`src/rtl/sr_pkg.sv`:
```
// Shared definitions for the SR latch driver: FSM state type, default timing
// parameters and a small elaboration-time helper.
package sr_pkg;

    typedef enum logic [1:0] {
        IDLE  = 2'd0,
        PULSE = 2'd1,
        GAP   = 2'd2,
        CHECK = 2'd3
    } sr_state_t;

    localparam int unsigned SR_PULSE_W_DEF = 2;
    localparam int unsigned SR_GAP_W_DEF   = 1;

    function automatic int unsigned sr_max(input int unsigned a, input int unsigned b);
        return (a > b) ? a : b;
    endfunction

endpackage

```
`src/rtl/sr_timer.sv`:
```
// Loadable down-counter with terminal count at 1; holds at zero instead of wrapping.
module sr_timer #(
    parameter int unsigned W = 2
) (
    input  logic         clock,
    input  logic         reset_n,
    input  logic         load,
    input  logic [W-1:0] load_val,
    output logic         tc
);

    logic [W-1:0] count;

    always_ff @(posedge clock or negedge reset_n) begin
        if (!reset_n) begin
            count <= '0;
        end else if (load) begin
            count <= load_val;
        end else if (count != '0) begin
            count <= count - W'(1);
        end
    end

    assign tc = (count == W'(1));

endmodule

```
`src/rtl/sr_driver.sv`:
```
// Turns valid/ready bit writes into timed, non-overlapping S/R pulses for an SR
// latch, then checks the latch Q feedback against the written value.
module sr_driver
    import sr_pkg::*;
#(
    parameter int unsigned PULSE_W = SR_PULSE_W_DEF,
    parameter int unsigned GAP_W   = SR_GAP_W_DEF
) (
    input  logic clock,
    input  logic reset_n,
    input  logic req_valid,
    input  logic req_value,
    output logic req_ready,
    output logic S,
    output logic R,
    input  logic q_fb,
    output logic expected,
    output logic done,
    output logic err,
    input  logic err_clr
);

    localparam int unsigned TW = $clog2(sr_max(PULSE_W, GAP_W) + 1);

    sr_state_t      state, state_n;
    logic           target, target_n;
    logic           known;
    logic           accept, skip;
    logic           tload;
    logic [TW-1:0]  tval;
    logic           tc;

    assign req_ready = (state == IDLE);
    assign accept    = req_valid && req_ready;
    assign skip      = accept && known && (req_value == expected);

    sr_timer #(.W(TW)) u_timer (
        .clock    (clock),
        .reset_n  (reset_n),
        .load     (tload),
        .load_val (tval),
        .tc       (tc)
    );

    always_comb begin
        state_n  = state;
        target_n = target;
        tload    = 1'b0;
        tval     = '0;
        case (state)
            IDLE: begin
                if (accept && !skip) begin
                    state_n  = PULSE;
                    target_n = req_value;
                    tload    = 1'b1;
                    tval     = TW'(PULSE_W);
                end
            end
            PULSE: begin
                if (tc) begin
                    state_n = GAP;
                    tload   = 1'b1;
                    tval    = TW'(GAP_W);
                end
            end
            GAP: begin
                if (tc) state_n = CHECK;
            end
            CHECK: state_n = IDLE;
            default: state_n = IDLE;
        endcase
    end

    // S/R come from next state so they are registered and can never overlap.
    always_ff @(posedge clock or negedge reset_n) begin
        if (!reset_n) begin
            state    <= IDLE;
            target   <= 1'b0;
            known    <= 1'b0;
            expected <= 1'b0;
            S        <= 1'b0;
            R        <= 1'b0;
            done     <= 1'b0;
            err      <= 1'b0;
        end else begin
            state  <= state_n;
            target <= target_n;
            S      <= (state_n == PULSE) && target_n;
            R      <= (state_n == PULSE) && !target_n;
            done   <= skip || (state == CHECK);
            if (state == CHECK) begin
                expected <= target;
                known    <= 1'b1;
            end
            // A mismatch at check time outranks a simultaneous clear.
            if ((state == CHECK) && (q_fb != target)) begin
                err <= 1'b1;
            end else if (err_clr) begin
                err <= 1'b0;
            end
        end
    end

endmodule

```
`config.mk`:
```
export PLATFORM = sky130hd
export DESIGN_NAME = sr_driver
export DESIGN_NICKNAME = d
export VERILOG_FILES = /design/src/rtl/sr_pkg.sv /design/src/rtl/sr_timer.sv /design/src/rtl/sr_driver.sv
export SDC_FILE = /design/constraint.sdc
export NUM_CORES = 1
export LEC_CHECK = 0
export BUFFER_PORTS_ARGS = -buffer_cell sky130_fd_sc_hd__clkbuf_2
export CAP_MARGIN = 20
export CORE_MARGIN = 1
export CORE_UTILIZATION = 35
export CTS_CLUSTER_SIZE = 16
export DETAILED_ROUTE_END_ITERATION = 6
export REMOVE_ABC_BUFFERS = 1
export SLEW_MARGIN = 20
export SYNTH_ARGS = -nofsm -noshare
export SYNTH_HDL_FRONTEND = slang
export SYNTH_SLANG_ARGS = --single-unit
```
`constraint.sdc`:
```
create_clock -name clock -period 2.8 [get_ports clock]
set_input_delay 0.56 -clock clock [delete_from_list [all_inputs] [get_ports clock]]
set_output_delay 0.56 -clock clock [all_outputs]
set_load 0.005 [all_outputs]
```
Yosys cells after proc, flatten, opt, wreduce, memory -nomap -nowiden --
Cells that the tools add are included.
Storage, ports and cells: logic and storage cells 47, bits in registers 11, output and inout port bits 6, bits of input ports 6
Cells by class: reductions and logical operators 14, muxes and demuxes 16, equality and inequality tests 7, add/sub/neg operators 1
Operators with widths (number):
- $mux W2 | 6
- $pmux W2 S4 | 1
- $logic_and A1 B1 Y1 | 7
- $mux W1 | 7
- $eq A2 B1 Y1 const B | 3
- $reduce_bool A2 Y1 | 3
- $eq A2 B2 Y1 const B | 2
- $pmux W2 S2 | 1
- $logic_not A1 Y1 | 2
- $logic_not A2 Y1 | 1
- $pmux W1 S2 | 1
- $sub A2 B1 Y2 const B | 1
- $eq A1 B1 Y1 | 1
- $logic_or A1 B1 Y1 | 1
- $ne A1 B1 Y1 | 1

Logic depth before layout (Yosys ltp) --
Gate-level depths: netlist of the first run.
depth after elaboration 10, depth in mapped cells 5, depth with buffers taken out 5

Cells and area by module --
A second synthesis of the first run with hierarchy kept.
Second synthesis, totals: cells, all modules 61, area total of the unflattened synthesis 623.1 um2
By module, submodules not included:
- sr_driver | area each 486.7 um2, cells an instance 48, instances 1, sequential area each 225.2 um2
- sr_timer | area each 136.4 um2, cells an instance 13, instances 1, sequential area each 50.0 um2

Least setup slack after synthesis of the first run --
OpenSTA, ideal clock, no wires.
path kind input port to flip-flop, start point input req_value, end point register state[0], stages 3, path slack 1.466 ns, data arrival time 1.203 ns, cell sequence xnor2_1 a21oi_2 or3_1
Between the ends: cells in the longest elaborated chain, start to end 6
RTL lines:
- from (decl) | line sr_driver.sv:12 | input logic req_value,
- $eq A1 B1 Y1 | line sr_driver.sv:35 | assign skip = accept && known && (req_value == expected);
- $logic_and A1 B1 Y1 | line sr_driver.sv:35
- $logic_not A1 Y1 | line sr_driver.sv:52 | if (accept && !skip) begin
- $logic_and A1 B1 Y1 | line sr_driver.sv:52
- $mux W2 | line sr_driver.sv:52
- $pmux W2 S4 | line sr_driver.sv:50 | case (state)
- net state_n[0] | line sr_driver.sv:25 | sr_state_t state, state_n;
- to (signal assigned) | line sr_driver.sv:86 | state <= state_n;
- to (decl) | line sr_driver.sv:25
The timed path passes the listed nets, and every way through them passes these cells. A chain may end at the register's enable or synchronous reset.

Worst setup path after layout of the first run --
start point register state[0], end point output req_ready
Between the ends: cells in the longest elaborated chain, start to end 1
RTL lines:
- $logic_not A2 Y1 | line sr_driver.sv:33 | assign req_ready = (state == IDLE);
- to (decl) | line sr_driver.sv:13 | output logic req_ready,
No other way between the ends.

==> results of run 1 <==
[worst paths after layout]
kind	startpoint	end
hold reg to reg	err	err
min in group clock	err_clr	err
hold / removal	reset_n	err
setup / recovery	state[0]	req_ready
setup reg to reg	state[0]	R
max in group asynchronous	reset_n	u_timer.count[1]
[flip-flops by register name, summed over array words and instances (netlist names)]
name and cells:
state 2, u_timer.count 2, R 1, known 1
S 1, target 1, done 1, expected 1
err 1
[layout make-up]
type                       count  area [um2]
clock buffer                   4        26.3
fill                         118         713
inverter                       6        22.5
multi-input combinational     33         206
sequential                    11         275
tap                           15        18.8
timing repair buffer          11        55.1
[cell usage after synthesis]
| cell | n | area [um2] |
|---|---|---|
| nand2b_1 | 1 | 6.26 |
| nor3b_1 | 1 | 7.51 |
| a21oi_1 | 1 | 5.00 |
| or3b_4 | 1 | 11.3 |
| nand3_1 | 2 | 10.0 |
| nor2_1 | 2 | 7.51 |
| ha_1 | 2 | 25.0 |
| nand2_1 | 8 | 30.0 |
| or3_1 | 1 | 6.26 |
| inv_1 | 6 | 22.5 |
| xnor2_1 | 2 | 17.5 |
| o22ai_1 | 1 | 6.26 |
| a21o_1 | 1 | 7.51 |
| o21ai_0 | 5 | 25.0 |
| a21oi_2 | 1 | 8.76 |
| nor2b_1 | 1 | 6.26 |
| a22o_1 | 1 | 8.76 |
| dfrtp_1 | 11 | 275 |
| a211o_1 | 1 | 8.76 |
| xor2_1 | 1 | 8.76 |
[worst reg2reg max path, stage by stage, from the launching register on]
cell and delay [ns]:
dfrtp_1 0.43, or3b_4 0.44, a21oi_2 0.19, a22o_1 0.19
[power breakdown]
group	leakage (nW)	switching [mW]	internal, mW
sequential	0.132	0.0617	0.231
combinational	0.168	0.134	0.137
clock	0.0150	0.0500	0.0551
[logic make-up after synthesis]
family	synth area share
AOI/OAI and AO/OA	0.139
xor gates and xnor gates	0.0521
adders and majority gates	0.0496
buffers and inverters	0.0447
DFF	0.546
and+or+nand+nor	0.169
[routing by layer]
metal,wire (um),vias up,share of wire
met3,48,2,0.058
li1,-,197,-
met4,12,0,0.014
met5,0,-,0
met1,406,170,0.49
met2,366,8,0.44
[through the flow]
step	hold WS (ns)	setup WS, ns	area [um2]	power [mW]
6_report	0.156	1.31	604	0.668
2_1_floorplan	0.264	1.47	504	0.482
3_5_place_dp	0.452	1.31	578	0.573
3_3_place_gp	0.447	1.33	578	0.566
4_1_cts	0.157	1.29	604	0.682
5_1_grt	0.161	1.24	604	0.743
==> impl_metrics.csv, run 1 <==
group,metric,value,unit
synthesis,synth_seq_area_share,0.546,
critical_path,crit_chain,"nor2_1, clkbuf_2",
power_and_ir_drop,p_per_area,1110,nW/um2
route,via_per_inst,4.71,
synthesis,syn_avg_cell_area,10.1,um2
timing,fin_tns_setup,0,ns
critical_path,crit_path_max_fanout,7,
route,drt_pass1_iterations,4,
timing,final_hold_viol_count,0,
global_route,use_met1,0.171,
clock_tree,cts_setup_buffers,0,
min_path,hp-class,"in2async",
timing,setup_viol,0,
clock_tree,path_clk_slew,0.07,ns
critical_path,critPathMaxStageDelay,0.43,ns
timing,grt_setup_unrepaired,"false",
synthesis,yosys_register_bits,11,
cells_and_area,final_cell_mix,"11 x dfrtp_1, 11 x clkbuf_2, 8 x nand2_1, 6 x inv_1, 5 x o21ai_0",
critical_path,critPathTopFamily,"flip-flops",
cells_and_area,layout-drive-gt1-share,0.246,
cells_and_area,finalCoreUtilization,0.459,
critical_path,worst-setup-path-type,"reg2out",
critical_path,worstPathBufferInverterCount,1,
cells_and_area,final_nets,74,
global_route,use_met2,0.177,
place,routabilityCongestion,0.728,
synthesis,synth_cell_type_count,20,
floorplanning,fp.dieW,40.0,um
job,drv_cap,0,
clock_tree,insertion_delay,0.26,ns
critical_path,cp-start-kind,"register",
route,drtAntennaViolNets,0,
clock_tree,cts_buffers,3,
clock_tree,cts-root-buf,"clkbuf_4",
floorplanning,ioPinCount,12,
critical_path,arrival,0.93,ns
global_route,antenna_found_initial,0,
clock_tree,hold_buffers,0,
global_route,gr-usage-all-layers,0.135,
timing,tightest_slew,0.342,ns
power_and_ir_drop,p_leak,0.315,nW
cells_and_area,insertedDiodeCount,0,
global_route,busiest_layer,"met2",
global_route,grt_overflow_total,0,
synthesis,syn-instance-count,50,
critical_path,r2r_slack,1.48,ns
clock_tree,cts_tree,"yes",
global_route,use_met3,0.0889,
floorplanning,rows,13,
route,first_iter_violations,6,
timing,min_period,1.49,ns
place,dp_cells,76,
synthesis,syn-cell-area,504,um2
outcome,status,"complete, no violations",
route,num_vias,377,
place,portBuffers,11,
global_route,grt_max_degree,12,
critical_path,endpoint_kind,"output port",
power_and_ir_drop,ir_worst_vdd,494,uV
floorplanning,initial_core_util,0.383,
timing,fmax,670,MHz
route,drt_wl_total,833,um
timing,finalClockSkew,0.00221,ns
route,drc,0,
global_route,grt_first_pass_wirelength,1.33,mm
cells_and_area,synthToLayoutAreaGrowth,19.9,%
cells_and_area,layoutNonFillerInstCount,80,
global_route,grt_pass1_vias,320,
clock_tree,clkSinkCount,11,
critical_path,crit_required,2.24,ns
route,avgRoutedWirePerCell,10.4,um
critical_path,crit_slowest_cell,"dfrtp_1",
clock_tree,ctsLongestPathBuffers,2,
critical_path,critical_path_cell_count,2,
place,hpwlAfterDp,656,um
floorplanning,die_h,40.0,um
floorplanning,dieArea,1600,um2
floorplanning,fp.coreArea,1320,um2
timing,finalMaxSlewViolations,0,
critical_path,reg2reg_depth,3,
timing,period_share,0.533,
timing,max_slew_margin,0.771,
synthesis,yosys_warnings,0,
clock_tree,cts_resized,0,
clock_tree,htreeDepth,1,
No activity file was read; power rests on OpenSTA's default activity.
==> inputs of run 2 (changes only) <==
==> constraint.sdc (replaced) <==
create_clock -name clock -period 1.2 [get_ports clock]
set_input_delay 0.24 -clock clock [delete_from_list [all_inputs] [get_ports clock]]
set_output_delay 0.24 -clock clock [all_outputs]
set_load 0.005 [all_outputs]
==> run 2 against run 1 <==
The flow now finishes with violations (setup timing). Non-clock buffer count up 11. Via count up 15%. Cell area up 25%. Largest cell class unchanged. First-iteration DRC count unchanged. Highest routed layer unchanged. Clock skew down 0.0014 ns. Die area unchanged. Sequential share of layout area down 9.1 points. Largest power group is now combinational cells.
==> impl_metrics.csv, run 2 (synthesized netlist as in run 1, its figures left out) <==
group,metric,value,unit
critical_path,crit_chain,"inv_2, ha_4, nor3b_1, buf_4, or3_1",
cells_and_area,final_cell_mix,"11 x dfrtp_1, 10 x clkbuf_2, 8 x nand2_1, 5 x buf_4, 5 x buf_6",
clock_tree,cts-root-buf,"clkbuf_4",
place,routabilityCongestion,0.742,
timing,final.setup.worst_slack,-0.0530,ns
route,avgRoutedWirePerCell,11.6,um
power_and_ir_drop,ir_worst_vdd,1330,uV
timing,finalMaxSlewViolations,0,
global_route,grt_overflow_total,0,
global_route,gr-usage-all-layers,0.163,
floorplanning,rows,13,
critical_path,crit_path_max_fanout,3,
outcome,status,"complete, but fails checks",
min_path,hp-class,"in2reg",
floorplanning,ioPinCount,12,
global_route,antenna_found_initial,0,
global_route,grt_max_degree,12,
timing,period_share,1.04,
place,post-place-ws,-0.0597,ns
critical_path,endpoint_kind,"register",
floorplanning,dieArea,1600,um2
route,drtAntennaViolNets,0,
place,portBuffers,11,
cells_and_area,fillers,120,
timing,finalClockSkew,0.000811,ns
power_and_ir_drop,power,2.08,mW
place,hpwlAfterDp,667,um
route,drt_wl_total,1.06,mm
cells_and_area,reg_top3,"state (2), u_timer.count (2)",
timing,min_period,1.25,ns
floorplanning,die_h,40.0,um
power_and_ir_drop,p_per_area,2750,nW/um2
global_route,grt_pass1_vias,377,
timing,final_hold_viol_count,0,
cells_and_area,synthToLayoutAreaGrowth,49.6,%
timing,tightest_slew,0.273,ns
floorplanning,fp.coreArea,1320,um2
clock_tree,path_clk_slew,0.07,ns
clock_tree,clkSinkCount,11,
cells_and_area,mostFrequentLayoutCell,"dfrtp_1",
timing,setup_viol,5,
critical_path,cp-start-kind,"register",
outcome,violations,"setup timing",
power_and_ir_drop,p_leak,0.380,nW
cells_and_area,layout-drive-gt1-share,0.434,
cells_and_area,final_nets,85,
clock_tree,cts_buffers,3,
route,first_iter_violations,6,
timing,fmax,798,MHz
clock_tree,cts_tree,"yes",
critical_path,worst-setup-path-type,"reg2reg",
critical_path,crit_slowest_cell,"dfrtp_1",
critical_path,crit_required,1.35,ns
critical_path,critPathMaxStageDelay,0.39,ns
critical_path,critPathTopFamily,"flip-flops",
floorplanning,fp.dieW,40.0,um
route,drt_pass1_iterations,3,
timing,max_slew_margin,0.818,
global_route,grt_first_pass_wirelength,1.62,mm
clock_tree,htreeDepth,1,
job,drv_cap,0,
cells_and_area,insertedDiodeCount,0,
clock_tree,ctsLongestPathBuffers,2,
timing,fin_tns_setup,-0.186,ns
clock_tree,insertion_delay,0.26,ns
critical_path,worstPathBufferInverterCount,2,
route,via_per_inst,4.75,
timing,grt_setup_unrepaired,"true",
cells_and_area,finalCoreUtilization,0.573,
route,num_vias,432,
floorplanning,initial_core_util,0.383,
route,drc,0,
critical_path,arrival,1.40,ns
-- run 2: worst reg2reg max path: cells and delay by family, from the launching register on --
kind / cells / cell delay, ns
DFF: 1 / 0.39
buffers and inverters: 2 / 0.22
adders and majority gates: 1 / 0.14
and+or+nand+nor: 2 / 0.39
-- run 2: final timing paths --
check | from | end | slack, ns | cells after the start
max in group asynchronous | reset_n | expected | 0.61 | 2
hold / removal | err_clr | err | 0.16 | 2
setup / recovery | u_timer.count[1] | state[0] | -0.05 | 5
setup reg to reg | u_timer.count[1] | state[0] | -0.05 | 5
hold reg to reg | err | err | 0.53 | 2
min in group asynchronous | reset_n | err | 0.38 | 2
-- run 2: report_power, final --
part	switching [mW]	total, mW	internal, mW
clock network	0.119	0.248	0.129
registers	0.141	0.680	0.539
logic	0.493	1.15	0.655
total	0.753	2.08	1.32
-- run 2: per-stage QoR --
step           area (um2)  hold WS [ns]  cells
3_3_place_gp          631         0.125     83
3_5_place_dp          631         0.131     83
2_1_floorplan         504       -0.0556     50
6_report              754         0.158     91
5_1_grt               754         0.155     91
4_1_cts               729         0.153     90
-- run 2: routing by layer --
| metal | share of wire | up-vias | global-route usage |
|---|---|---|---|
| met5 | 0 | - | 0 |
| met4 | 0.014 | 0 | 0.0862 |
| met3 | 0.040 | 2 | 0.0833 |
| met2 | 0.49 | 11 | 0.222 |
| met1 | 0.45 | 198 | 0.206 |
| li1 | - | 221 | - |
-- run 2: timing repair --
| item | CTS | global route |
|---|---|---|
| setup buffers | 2 | 1 |
| pin swaps | 5 | 2 |
| hold buffers | 1 | 0 |
| endpoints found under the setup margin | 7 | 9 |
| gates resized for setup | 11 | 6 |
| hold endpoints to repair | 11 | 0 |
-- run 2: final cells by class --
class / instances / area, um2 / area share
sequential: 11 / 275 / 0.365
tap: 15 / 18.8 / 0.0249
multi-input combinational: 33 / 253 / 0.335
timing repair buffer: 22 / 159 / 0.211
clock buffer: 4 / 26.3 / 0.0348
inverter: 6 / 22.5 / 0.0299
==> inputs of run 3 (changes only) <==
--- a/config.mk
+++ b/config.mk
@@ -9,8 +9,8 @@
 export CAP_MARGIN = 20
 export CORE_MARGIN = 1
 export CORE_UTILIZATION = 35
-export CTS_CLUSTER_SIZE = 16
 export DETAILED_ROUTE_END_ITERATION = 6
+export RECOVER_POWER = 25
 export REMOVE_ABC_BUFFERS = 1
 export SLEW_MARGIN = 20
 export SYNTH_ARGS = -nofsm -noshare
==> run 3 against run 2 <==
Global-route usage stayed put. Register-to-register slack hardly changed. Die area stayed put. Clock power about the same. Clock skew is the same. Cell area shrank 0.17%. Via count is 0.46% higher. Sequential power hardly changed. The flow still finishes with violations (setup timing). First-iteration DRC count is the same. Combinational power about the same. Critical path type unchanged. Largest cell class unchanged.
==> impl_metrics.csv, run 3 (synthesized netlist as in run 1, its figures left out) <==
group,metric,value,unit
global_route,grt_max_degree,12,
clock_tree,path_clk_slew,0.07,ns
outcome,status,"complete, but fails checks",
critical_path,crit_path_max_fanout,3,
cells_and_area,final_cell_mix,"11 x dfrtp_1, 9 x clkbuf_2, 8 x nand2_1, 5 x buf_4, 5 x buf_6",
clock_tree,insertion_delay,0.26,ns
route,drc,0,
timing,max_slew_margin,0.610,
clock_tree,htreeDepth,1,
job,drv_cap,0,
route,first_iter_violations,6,
floorplanning,dieArea,1600,um2
route,drt_pass1_iterations,3,
route,num_vias,434,
route,avgRoutedWirePerCell,11.6,um
cells_and_area,reg_top3,"state (2), u_timer.count (2)",
timing,fin_tns_setup,-0.187,ns
critical_path,arrival,1.40,ns
timing,setup_viol,5,
cells_and_area,insertedDiodeCount,0,
timing,finalMaxSlewViolations,0,
route,via_per_inst,4.77,
min_path,min_path_cells,2,
clock_tree,cts_buffers,3,
timing,tightest_slew,0.585,ns
place,routabilityCongestion,0.742,
min_path,hp-class,"in2reg",
timing,grt_setup_unrepaired,"true",
global_route,antenna_found_initial,0,
route,drt_wl_total,1.06,mm
power_and_ir_drop,ir_worst_vdd,1330,uV
cells_and_area,final_nets,85,
clock_tree,cts-root-buf,"clkbuf_4",
critical_path,endpoint_kind,"register",
critical_path,worst-setup-path-type,"reg2reg",
critical_path,reg2reg_depth,5,
route,drtAntennaViolNets,0,
timing,final_hold_viol_count,0,
place,hpwlAfterDp,667,um
cells_and_area,finalCoreUtilization,0.572,
critical_path,r2r_slack,-0.05,ns
critical_path,r2r_end,"state[0]",
floorplanning,fp.coreArea,1320,um2
power_and_ir_drop,power,2.08,mW
place,post-place-ws,-0.0597,ns
cells_and_area,mostFrequentLayoutCell,"dfrtp_1",
floorplanning,die_h,40.0,um
critical_path,crit_path_end,"state[0]",
global_route,grt_overflow_total,0,
place,portBuffers,11,
critical_path,crit_start,"u_timer.count[1]",
floorplanning,ioPinCount,12,
clock_tree,clkSinkCount,11,
global_route,grt_first_pass_wirelength,1.62,mm
timing,period_share,1.04,
global_route,gr-usage-all-layers,0.163,
critical_path,r2r_start,"u_timer.count[1]",
clock_tree,ctsLongestPathBuffers,2,
clock_tree,cts_tree,"yes",
timing,final.setup.worst_slack,-0.0530,ns
power_and_ir_drop,p_per_area,2760,nW/um2
outcome,violations,"setup timing",
global_route,grt_pass1_vias,377,
floorplanning,rows,13,
floorplanning,fp.dieW,40.0,um
timing,min_period,1.25,ns
cells_and_area,layout-drive-gt1-share,0.421,
cells_and_area,synthToLayoutAreaGrowth,49.4,%
timing,fmax,798,MHz
power_and_ir_drop,p_leak,0.377,nW
timing,finalClockSkew,0.000811,ns
critical_path,cp-start-kind,"register",
floorplanning,initial_core_util,0.383,
critical_path,crit_required,1.35,ns
[run 3: cell count changes in the layout (fill, tap and decap cells not counted)]
cell / delta
clkbuf_1: +1
clkbuf_2: -1
[run 3: repair_timing]
| action | CTS | global route |
|---|---|---|
| resized for setup | 11 | 6 |
| setup buffers | 2 | 1 |
| hold buffers | 1 | 0 |
| setup endpoints to repair | 7 | 9 |
| hold endpoints to repair | 11 | 0 |
| pin swaps | 5 | 2 |
[run 3: how the worst min path moves through the flow]
stage | startpoint | endpoint | slack [ns]
after global placement | reset_n | err | 0.13
after detailed placement | reset_n | err | 0.13
final | err_clr | err | 0.16
after floorplan | reset_n | R | -0.06
after CTS | err_clr | err | 0.15
after global routing | err_clr | err | 0.15
[run 3: per-stage QoR]
stage	hold slack [ns]	area [um2]	cells
floorplan	-0.0556	504	50
global placement	0.125	631	83
detailed placement	0.131	631	83
CTS	0.153	729	90
global route	0.155	753	91
finish	0.158	753	91
[run 3: power by group]
| group | total (mW) | internal [mW] | switching [mW] |
|---|---|---|---|
| Sequential | 0.680 | 0.539 | 0.141 |
| Combinational | 1.15 | 0.655 | 0.493 |
| Clock | 0.248 | 0.129 | 0.119 |
[run 3: cell type report]
cell class / count / area, um2
Fill cell: 120 / 564
Multi-Input combinational cell: 33 / 253
Clock buffer: 4 / 26.3
Sequential cell: 11 / 275
Tap cell: 15 / 18.8
Timing Repair Buffer: 22 / 158
Inverter: 6 / 22.5
[run 3: per-layer routing]
metal | track usage | part of all wire | wire length [um]
met4 | 0.0862 | 0.014 | 15
met1 | 0.206 | 0.45 | 477
met5 | 0 | 0 | 0
met2 | 0.222 | 0.49 | 523
met3 | 0.0833 | 0.040 | 42
[run 3: worst max-delay path: stages, from the launching register on]
cell     delay, ns
dfrtp_1       0.39
inv_2         0.08
ha_4          0.14
nor3b_1       0.06
buf_4         0.14
or3_1         0.33
